[config.mk]
export PLATFORM = sky130hd
export DESIGN_NAME = mc_controller
export DESIGN_NICKNAME = d
export VERILOG_FILES = /design/src/rtl/mc_controller.sv
export SDC_FILE = /design/constraint.sdc
export NUM_CORES = 1
export LEC_CHECK = 0
export BUFFER_PORTS_ARGS = -buffer_cell sky130_fd_sc_hd__buf_4
export CORE_AREA = 2 2 39 41
export CTS_BUF_LIST = sky130_fd_sc_hd__clkbuf_2
export DETAILED_ROUTE_END_ITERATION = 12
export DIE_AREA = 0 0 41 43
export GPL_ROUTABILITY_DRIVEN = 0
export GPL_TIMING_DRIVEN = 0
export HOLD_SLACK_MARGIN = 0.05
export PLACE_DENSITY = 0.82
export RECOVER_POWER = 25
export SYNTH_ARGS = -nofsm -noshare
export SYNTH_HDL_FRONTEND = slang
export SYNTH_SLANG_ARGS = --single-unit
[constraint.sdc]
create_clock -name clk -period 5.2 [get_ports clk]
set_input_delay 0.78 -clock clk [delete_from_list [all_inputs] [get_ports clk]]
set_output_delay 0.78 -clock clk [all_outputs]
set_load 0.02 [all_outputs]
[src/rtl/mc_controller.sv]
// Multicycle MIPS-subset main controller: Moore FSM sequencing fetch/decode/execute
// plus ALU-control decode and the PC-enable combine with the ALU zero flag.
module mc_controller #(
    parameter bit BNE_EN = 1'b1
) (
    input  logic       clk,
    input  logic       reset,
    input  logic [5:0] op,
    input  logic [5:0] funct,
    input  logic       zero,
    output logic       pcen,
    output logic       memwrite,
    output logic       irwrite,
    output logic       regwrite,
    output logic       alusrca,
    output logic       iord,
    output logic       memtoreg,
    output logic       regdst,
    output logic [1:0] alusrcb,
    output logic [1:0] pcsrc,
    output logic [2:0] alucontrol,
    output logic       done,
    output logic [3:0] state
);

    typedef enum logic [3:0] {
        FETCH   = 4'd0,
        DECODE  = 4'd1,
        MEMADR  = 4'd2,
        MEMRD   = 4'd3,
        MEMWB   = 4'd4,
        MEMWR   = 4'd5,
        RTYPEEX = 4'd6,
        RTYPEWB = 4'd7,
        BEQEX   = 4'd8,
        ADDIEX  = 4'd9,
        ADDIWB  = 4'd10,
        JEX     = 4'd11,
        BNEEX   = 4'd12
    } state_t;

    typedef enum logic [1:0] {
        ALU_ADD   = 2'd0,
        ALU_SUB   = 2'd1,
        ALU_FUNCT = 2'd2
    } aluop_t;

    state_t state_q, state_d;
    aluop_t aluop;
    logic   pcwrite, branch, branchne;

    always_ff @(posedge clk) begin
        if (reset) state_q <= FETCH;
        else       state_q <= state_d;
    end

    always_comb begin
        state_d  = state_q;
        memwrite = 1'b0;
        irwrite  = 1'b0;
        regwrite = 1'b0;
        alusrca  = 1'b0;
        iord     = 1'b0;
        memtoreg = 1'b0;
        regdst   = 1'b0;
        alusrcb  = 2'b00;
        pcsrc    = 2'b00;
        aluop    = ALU_ADD;
        pcwrite  = 1'b0;
        branch   = 1'b0;
        branchne = 1'b0;
        done     = 1'b0;
        case (state_q)
            FETCH: begin
                alusrcb = 2'b01;
                irwrite = 1'b1;
                pcwrite = 1'b1;
                state_d = DECODE;
            end
            DECODE: begin
                alusrcb = 2'b11;
                case (op)
                    6'b100011, 6'b101011: state_d = MEMADR;
                    6'b000000:            state_d = RTYPEEX;
                    6'b000100:            state_d = BEQEX;
                    6'b001000:            state_d = ADDIEX;
                    6'b000010:            state_d = JEX;
                    6'b000101: begin
                        if (BNE_EN) begin
                            state_d = BNEEX;
                        end else begin
                            state_d = FETCH;
                            done    = 1'b1;
                        end
                    end
                    default: begin
                        // Unknown opcode retires here without touching state
                        state_d = FETCH;
                        done    = 1'b1;
                    end
                endcase
            end
            MEMADR: begin
                alusrca = 1'b1;
                alusrcb = 2'b10;
                state_d = (op == 6'b100011) ? MEMRD : MEMWR;
            end
            MEMRD: begin
                iord    = 1'b1;
                state_d = MEMWB;
            end
            MEMWB: begin
                memtoreg = 1'b1;
                regwrite = 1'b1;
                done     = 1'b1;
                state_d  = FETCH;
            end
            MEMWR: begin
                iord     = 1'b1;
                memwrite = 1'b1;
                done     = 1'b1;
                state_d  = FETCH;
            end
            RTYPEEX: begin
                alusrca = 1'b1;
                aluop   = ALU_FUNCT;
                state_d = RTYPEWB;
            end
            RTYPEWB: begin
                regdst   = 1'b1;
                regwrite = 1'b1;
                done     = 1'b1;
                state_d  = FETCH;
            end
            BEQEX: begin
                alusrca = 1'b1;
                aluop   = ALU_SUB;
                pcsrc   = 2'b01;
                branch  = 1'b1;
                done    = 1'b1;
                state_d = FETCH;
            end
            BNEEX: begin
                alusrca  = 1'b1;
                aluop    = ALU_SUB;
                pcsrc    = 2'b01;
                branchne = 1'b1;
                done     = 1'b1;
                state_d  = FETCH;
            end
            ADDIEX: begin
                alusrca = 1'b1;
                alusrcb = 2'b10;
                state_d = ADDIWB;
            end
            ADDIWB: begin
                regwrite = 1'b1;
                done     = 1'b1;
                state_d  = FETCH;
            end
            JEX: begin
                pcsrc   = 2'b10;
                pcwrite = 1'b1;
                done    = 1'b1;
                state_d = FETCH;
            end
            default: state_d = FETCH;
        endcase
    end

    always_comb begin
        alucontrol = 3'b010;
        case (aluop)
            ALU_SUB: alucontrol = 3'b110;
            ALU_FUNCT: begin
                case (funct)
                    6'b100010: alucontrol = 3'b110;
                    6'b100100: alucontrol = 3'b000;
                    6'b100101: alucontrol = 3'b001;
                    6'b101010: alucontrol = 3'b111;
                    default:   alucontrol = 3'b010;
                endcase
            end
            default: alucontrol = 3'b010;
        endcase
    end

    assign pcen  = pcwrite | (branch & zero) | (branchne & ~zero);
    assign state = state_q;

endmodule

==> results.md, run 1 <==
- Filler cells: 156
- Critical path fanouts, max: 10
- WL/cell: 11.2 µm
- Post-synth top flop: dfxtp_1
- CP Launch Type: register
- Post-synth net total: 112
- FMAX: 0.354 GHz
- Pin count of the biggest net entering global routing: 11
- Area Growth Syn to Fin: 44.2%
- Synth Register Bits: 4
- Hold Path Class: register to register
- Synth top area share: 0.134
- Syn. warnings: 0
- Hold buffer count at CTS: 0
- Post-Synthesis Cell Area: 597 µm²
- Final ANT Viol Nets: 0
- Setup bufs post-CTS: 0
- Met3 Use GR: 0.0681
- First-pass GRT wire length: 2590 µm
- Fin. max-slew vios: 0
- Critical Path AT: 2.05 ns
- WL final: 1650 µm
- Post-synthesis sequential area ratio: 0.134
- Period utilization: 0.544
- Most Crowded Layer GR: met2
- Resized Gates After CTS: 0
- CTS buffer count: 3
- Vias in the first global route: 680
- Met2 Use GR: 0.353
- Maximum vdd drop: between 150 and 200 µV
- Skew final: 0.0101 ns
- Clock transition at path regs: 0.03 ns
- Max_slew headroom: 0.744
- Root Driver: clkbuf_2
- Maxcap violations: 0
- Worst skew pair latency: 0.20 ns
- Initial DRC Count: 8
- Largest cells by area after synthesis: dfxtp_1, nor2_1, nand2_1
- Ratio of cells with drive above 1 in the final layout: 0.298
- Chip Height: 43 µm
- Fin nets: 150
- Unrepaired setup endpoints after global routing: false
- Antenna diodes: 0
- Post-DP HPWL: ~1300 µm
- Ports: 35
- Cell with the most instances after synthesis: nor2_1
- Number of synthesized flops with an enable pin: 0
- Worst-Margin Slew: 0.385 ns
- H-tree levels: 1
- Pleak: around 0.37 nW
- Chip width: a little over 40 µm
- Initial antenna violation count: 0
- Gr ovfl total: 0
- Vias post-DR: ~810
- Initial Utilization: 0.431
- Via density: 5.50
- Critical Path Sink Type: primary output
- Setup TNS: 0 ns
- Critical Path RT: 4.42 ns
- Cells after synthesis: 95
- Final count of hold timing violations: 0
- Clock sinks: 4
- DRT Pass-1 Iters: 4
- Overall Power: 0.000107 W
- Ys async rst share: 0
- Cell Pwr Density: 125 nW/µm²
- Final Critical Period: approximately 2.8 ns
- TritonCTS clock tree: built
- Syn_area_per_cell: 6.28 µm²
- Area leader, netlist: dfxtp_1
- Largest register FFs: 4
- Longest Clk Path Bufs: 2
- Gr usage total: 0.202
- DRC viols: 0
- Status: finished, final reports clean
- Routing usage on met1: 0.238
- Die area: ~1800 µm²
- CP Class: register to primary output
- Post-synth top cells: nor2_1, nand2_1, a21oi_1, nor3_1
- Core area: 1380 µm²
- Post-synth cell types: 35
- Final setup fails: 0
- FP Rows: 14
- IO Port Bufs: 33
[final timing paths]
check | start | endpoint | slack [ns] | cells after the start
worst min-delay path | state[0] | state[0] | 0.76 | 3
worst min register to register | state[0] | state[0] | 0.76 | 3
worst max-delay path | state[2] | alucontrol[1] | 2.37 | 6
worst max register to register | state[0] | state[2] | 3.87 | 6
[placed cells by master (no fill, tap or decap), drive strengths merged, types with 2 or more instances in the layout]
cell	count
buf	31
nor2	19
clkbuf	13
nand2	8
nor3	5
a21oi	5
o21ai	5
inv	4
dfxtp	4
nand2b	3
nor3b	3
nand3b	3
or2	2
nand3	2
nor4b	2
xnor2	2
a21o	2
nor4	2
ha	2
[metrics by stage]
step | area (µm²) | instances | setup WS [ns] | hold WS [ns] | utilization
5_1_grt | 861 | 147 | 2.21 | 0.734 | 0.622
2_1_floorplan | 597 | 95 | 2.44 | 0.785 | -
6_report | 861 | 147 | 2.37 | 0.755 | 0.622
4_1_cts | 880 | 147 | 2.36 | 0.742 | 0.636
3_5_place_dp | 865 | 144 | 2.47 | 0.753 | 0.625
3_3_place_gp | 865 | 144 | 2.47 | 0.741 | 0.625
[kinds of logic after synthesis]
group,share of synthesized area
simple gates,0.438
flops,0.134
fa+ha+maj,0.0419
compound gates,0.258
buf+inv,0.0838
xor+xnor,0.0440
[routing by layer]
metal | part of all wire | vias to the layer above
met2 | 0.50 | 30
met1 | 0.43 | 373
met3 | 0.063 | 0
met5 | 0 | -
met4 | 0 | 0
li1 | - | 405
[power by group]
part / internal (W) / total (W) / switching (W)
Sequential: 0.0000318 / 0.0000323 / 0.000000472
Clock: 0.0000155 / 0.0000269 / 0.0000114
Combinational: 0.0000219 / 0.0000481 / 0.0000262
Total: 0.0000692 / 0.000107 / 0.0000381
[worst max-delay path, cell delays in order (launching register included)]
cell      delay (ns)
dfxtp_1         0.31
clkbuf_1        0.32
nand2_1         0.18
or2_2           0.34
ha_1            0.31
a211o_1         0.23
buf_4           0.16
[layout make-up]
| class | count | area [µm²] | area share |
|---|---|---|---|
| Clock buffer | 3 | 15.0 | 0.0174 |
| Multi-Input combinational cell | 79 | 467 | 0.542 |
| Inverter | 4 | 15.0 | 0.0174 |
| Tap cell | 16 | 20.0 | 0.0233 |
| Timing Repair Buffer | 33 | 229 | 0.266 |
| Sequential cell | 4 | 80.1 | 0.0930 |
| Buffer | 8 | 35.0 | 0.0407 |
(Power assumes the default switching activity.)
==> run 2, diff against run 1 <==
--- a/config.mk
+++ b/config.mk
@@ -6,14 +6,13 @@
 export NUM_CORES = 1
 export LEC_CHECK = 0
 export BUFFER_PORTS_ARGS = -buffer_cell sky130_fd_sc_hd__buf_4
-export CORE_AREA = 2 2 39 41
+export CORE_UTILIZATION = 40
 export CTS_BUF_LIST = sky130_fd_sc_hd__clkbuf_2
 export DETAILED_ROUTE_END_ITERATION = 12
-export DIE_AREA = 0 0 41 43
 export GPL_ROUTABILITY_DRIVEN = 0
 export GPL_TIMING_DRIVEN = 0
 export HOLD_SLACK_MARGIN = 0.05
-export PLACE_DENSITY = 0.82
+export PLACE_DENSITY = 0.77
 export RECOVER_POWER = 25
 export SYNTH_ARGS = -nofsm -noshare
 export SYNTH_HDL_FRONTEND = slang
==> constraint.sdc (replaced) <==
create_clock -name clk -period 2.35 [get_ports clk]
set_input_delay 0.3525 -clock clk [delete_from_list [all_inputs] [get_ports clk]]
set_output_delay 0.3525 -clock clk [all_outputs]
set_load 0.02 [all_outputs]
==> results.md, run 2 (synthesized netlist as in run 1, its figures left out) <==
- Critical Path Sink Type: primary output
- Pin count of the biggest net entering global routing: 12
- First-pass GRT wire length: around 2600 µm
- Clock sinks: 4
- Slowest CP cell: ha_1
- Worst skew pair latency: 0.22 ns
- Pleak: about 0.37 nW
- Status: finished, final reports clean
- WL met1: 730 µm
- Chip Height: between 40 and 50 µm
- Final ANT Viol Nets: 0
- Antenna diodes: 0
- Ratio of cells with drive above 1 in the final layout: 0.341
- Uppermost layer routed: met4
- WL/cell: 12.0 µm
- Vias in the first global route: 620
- Hold buffer count at CTS: 0
- Ports: 35
- Period utilization: 0.967
- Critical Path AT: 1.92 ns
- Gr ovfl total: 0
- Largest register FFs: 4
- WL final: approximately 1700 µm
- H-tree levels: 1
- CP Launch Type: register
- Gr usage total: 0.236
- Area Growth Syn to Fin: 45.7%
- Cell Pwr Density: 283 nW/µm²
- Hold Path Class: input port to register
- Critical path fanouts, max: 9
- Maximum vdd drop: around 220 µV
- TritonCTS clock tree: built
- Chip width: 40.6 µm
- Core area: 1350 µm²
- Worst-Margin Slew: 0.391 ns
- Post-layout utilization of the core: 0.644
- FP Rows: 13
- DRC viols: 0
- Most frequent cells in the layout: buf_4, nor2_1, nand2_1, clkbuf_1, a21oi_1
- Most common cell after layout, fill and taps aside: buf_4
- DRT Pass-1 Iters: 4
- Max_slew headroom: 0.739
- Final Critical Period: 2.27 ns
- Initial antenna violation count: 0
- CP Class: register to primary output
- Critical Path RT: around 2.0 ns
- CTS buffer count: 3
- Maxcap violations: 0
- Post-DP HPWL: between 1000 and 1500 µm
- Initial Utilization: 0.442
- Initial DRC Count: 18
- Via density: 5.53
- Die area: 1650 µm²
- Longest Clk Path Bufs: 2
- Final setup fails: 0
- FMAX: 0.440 GHz
- Root Driver: clkbuf_2
- IO Port Bufs: 33
- Clock transition at path regs: 0.04 ns
- Skew final: 0.0123 ns
- WL met2: 823 µm
- Final count of hold timing violations: 0
- Unrepaired setup endpoints after global routing: false
- Vias post-DR: 797
- Biggest cell delay along the critical path: ~0.33 ns
- Crit path cell chain: buf_2 > nand2b_1 > or2_2 > ha_1 > a211o_1 > buf_4
- Fin nets: 148
- Setup TNS: 0 ns
- Fin. max-slew vios: 0
- Met3 wire len: 150 µm
run 2: changes by cell type in the layout (fill, tap and decap cells not counted), sizes merged:
cell,delta
buf,+2
clkbuf,-4
run 2: final cells by class:
type | instances | area, µm²
sequential | 4 | 81.3
clock buffer | 3 | 15.0
inverter | 4 | 15.0
timing repair buffer | 33 | 236
buffer | 6 | 28.8
fill | 144 | 480
tap | 15 | 18.8
multi-input combinational | 79 | 474
run 2: metal layers:
| layer | GRT usage | vias to the layer above |
|---|---|---|
| li1 | - | 403 |
| met1 | 0.313 | 356 |
| met2 | 0.385 | 34 |
| met3 | 0.0217 | 4 |
| met4 | 0.100 | 0 |
| met5 | 0 | - |
run 2: final timing paths:
check | slack (ns) | cells after the start | endpoint | start
max | 0.08 | 6 | alucontrol[1] | state[0]
min | 0.33 | 2 | state[0] | reset
max reg2reg | 0.99 | 6 | state[1] | state[0]
min reg2reg | 0.68 | 2 | state[0] | state[2]
run 2: what timing repair did:
item	4_1_cts	5_1_grt
buffers inserted	0	0
setup endpoints to repair	3	3
endpoints found under the hold margin	0	0
resized for setup	0	6
pin swaps	1	0
run 2: power by group:
group          switching [W]  internal, W  leakage, nW
sequential        0.00000156    0.0000702       0.0331
clock              0.0000326    0.0000344       0.0125
combinational      0.0000587    0.0000487        0.329
run 2: per-stage QoR:
step	total power [W]	setup slack [ns]	cells	instance area (µm²)	hold slack (ns)
after floorplan	0.000134	0.0147	95	597	0.425
after detailed placement	0.000182	0.134	143	863	0.543
final	0.000246	0.0774	144	870	0.328
after global placement	0.000179	0.153	143	863	0.538
after CTS	0.000249	0.0165	144	871	0.324
after global routing	0.000259	0.0110	144	870	0.328
run 2: critical path: cells and delay by family (launching register included):
kind | cells | cell delay (ns)
adder cells (fa/ha/maj) | 1 | 0.33
buffers and inverters | 2 | 0.32
AND/OR/NAND/NOR | 2 | 0.53
flip-flops | 1 | 0.30
AO/OA/AOI/OAI | 1 | 0.24
==> run 3, diff against run 2 <==
--- a/config.mk
+++ b/config.mk
@@ -13,7 +13,7 @@
 export GPL_TIMING_DRIVEN = 0
 export HOLD_SLACK_MARGIN = 0.05
 export PLACE_DENSITY = 0.77
-export RECOVER_POWER = 25
+export REMOVE_ABC_BUFFERS = 1
 export SYNTH_ARGS = -nofsm -noshare
 export SYNTH_HDL_FRONTEND = slang
 export SYNTH_SLANG_ARGS = --single-unit
==> results.md, run 3 (synthesized netlist as in run 1, its figures left out) <==
- Status: finished, final reports clean
- Vias in the first global route: 638
- Post-DP HPWL: 1260 µm
- Longest Clk Path Bufs: 2
- Chip width: 40.6 µm
- WL final: 1670 µm
- Most common cell after layout, fill and taps aside: buf_4
- Die area: 1650 µm²
- TritonCTS clock tree: built
- Ports: 35
- Unrepaired setup endpoints after global routing: false
- Pleak: 0.374 nW
- Final setup fails: 0
- Biggest cell delay along the critical path: around 0.39 ns
- Initial DRC Count: 13
- Via density: 5.73
- Hold_ws: approximately 0.31 ns
- Antenna diodes: 0
- Dpl ws: -0.00436 ns
- Worst r2r src: state[0]
- Ratio of cells with drive above 1 in the final layout: 0.371
- Reg2reg path depth: 4
- Crit path cell chain: inv_2 > nand2_1 > or2_2 > ha_1 > a211o_1 > buf_4
- Final setup margin: 0.103 ns
- FMAX: 0.445 GHz
- Maxcap violations: 0
- Max_slew headroom: 0.755
- Cell Pwr Density: 285 nW/µm²
- Fin. max-slew vios: 0
- Critical Path AT: 1.89 ns
- Fin nets: 143
- Skew final: 0.00670 ns
- Area Growth Syn to Fin: 44.0%
- Overall Power: around 0.00024 W
- Setup TNS: 0 ns
- Pin count of the biggest net entering global routing: 21
- Worst skew pair latency: 0.22 ns
- DRC viols: 0
- CTS buffer count: 3
- Initial antenna violation count: 0
- Core area: roughly 1400 µm²
- Clock transition at path regs: ~0.040 ns
- Critical Path RT: around 2 ns
- First-pass GRT wire length: ~2600 µm
- Critical path fanouts, max: 13
- Vias post-DR: ~800
- Period utilization: 0.956
- Chip Height: 40.6 µm
- Final ANT Viol Nets: 0
- WL/cell: approximately 12 µm
- Slowest CP cell: dfxtp_2
- CP Launch Type: register
- Final Critical Period: 2.25 ns
- H-tree levels: 1
- Gr usage total: 0.231
- Clock sinks: 4
- Crit path launch: state[3]
- Maximum vdd drop: 176 µV
- Design area: 860 µm²
- Placed cell area: approximately 840 µm²
- Hold Path Class: input port to register
- Initial Utilization: 0.442
- CP Class: register to primary output
- Filler cells: about 150
- Hold buffer count at CTS: 0
- Worst-Margin Slew: 0.364 ns
- Resized Gates After CTS: 4
- Gr ovfl total: 0
- Setup bufs post-CTS: 0
- IO Port Bufs: 34
- Critical Path Sink Type: primary output
- Crit path capture: alucontrol[1]
- R2R Path End: state[2]
- Final count of hold timing violations: 0
- Largest register FFs: 4
- FP Rows: 13
- DRT Pass-1 Iters: 4
- Root Driver: clkbuf_2
- Most frequent cells in the layout: buf_4, nor2_1, nand2_1, nor3_1, a21oi_1
- Reg2reg setup slack: 1.03 ns
-- run 3: cell types whose count changed in the layout (fill, tap and decap cells not counted), sizes merged --
| cell | previous run | this run |
|---|---|---|
| buf | 33 | 34 |
| clkbuf | 9 | 3 |
-- run 3: worst min path at each step --
stage | startpoint | to | slack [ns] | cells past startpoint
floorplan | reset | state[0] | 0.43 | 1
global placement | reset | state[0] | 0.53 | 2
detailed placement | reset | state[0] | 0.54 | 2
CTS | reset | state[3] | 0.30 | 2
global route | reset | state[3] | 0.32 | 2
finish | reset | state[3] | 0.31 | 2
-- run 3: metal layers --
metal	vias to the layer above	global-route usage	wire length, µm
li1	393	-	-
met3	0	0.0380	147
met4	0	0.0750	0
met2	41	0.381	808
met1	362	0.303	710
met5	-	0	0
-- run 3: stage by stage --
step | std cells | utilization
global route | 139 | 0.637
CTS | 139 | 0.633
floorplan | 87 | -
finish | 139 | 0.637
global placement | 136 | 0.619
detailed placement | 136 | 0.619
-- run 3: cell type report --
class / instances / area [µm²] / area share
Tap cell: 15 / 18.8 / 0.0218
Timing Repair Buffer: 34 / 255 / 0.297
Inverter: 4 / 15.0 / 0.0175
Multi-Input combinational cell: 79 / 469 / 0.546
Sequential cell: 4 / 86.3 / 0.100
Clock buffer: 3 / 15.0 / 0.0175
-- run 3: worst max-delay path: cells and delay by family, from the launching register on --
kind,cells,cell delay [ns]
adders and majority gates,1,0.32
AOI/OAI and AO/OA,1,0.24
buffers and inverters,2,0.29
DFF,1,0.39
and+or+nand+nor,2,0.45
-- run 3: power breakdown --
part / internal [W] / switching (W)
sequential: 0.0000692 / 0.00000632
combinational: 0.0000491 / 0.0000528
clock: 0.0000344 / 0.0000328
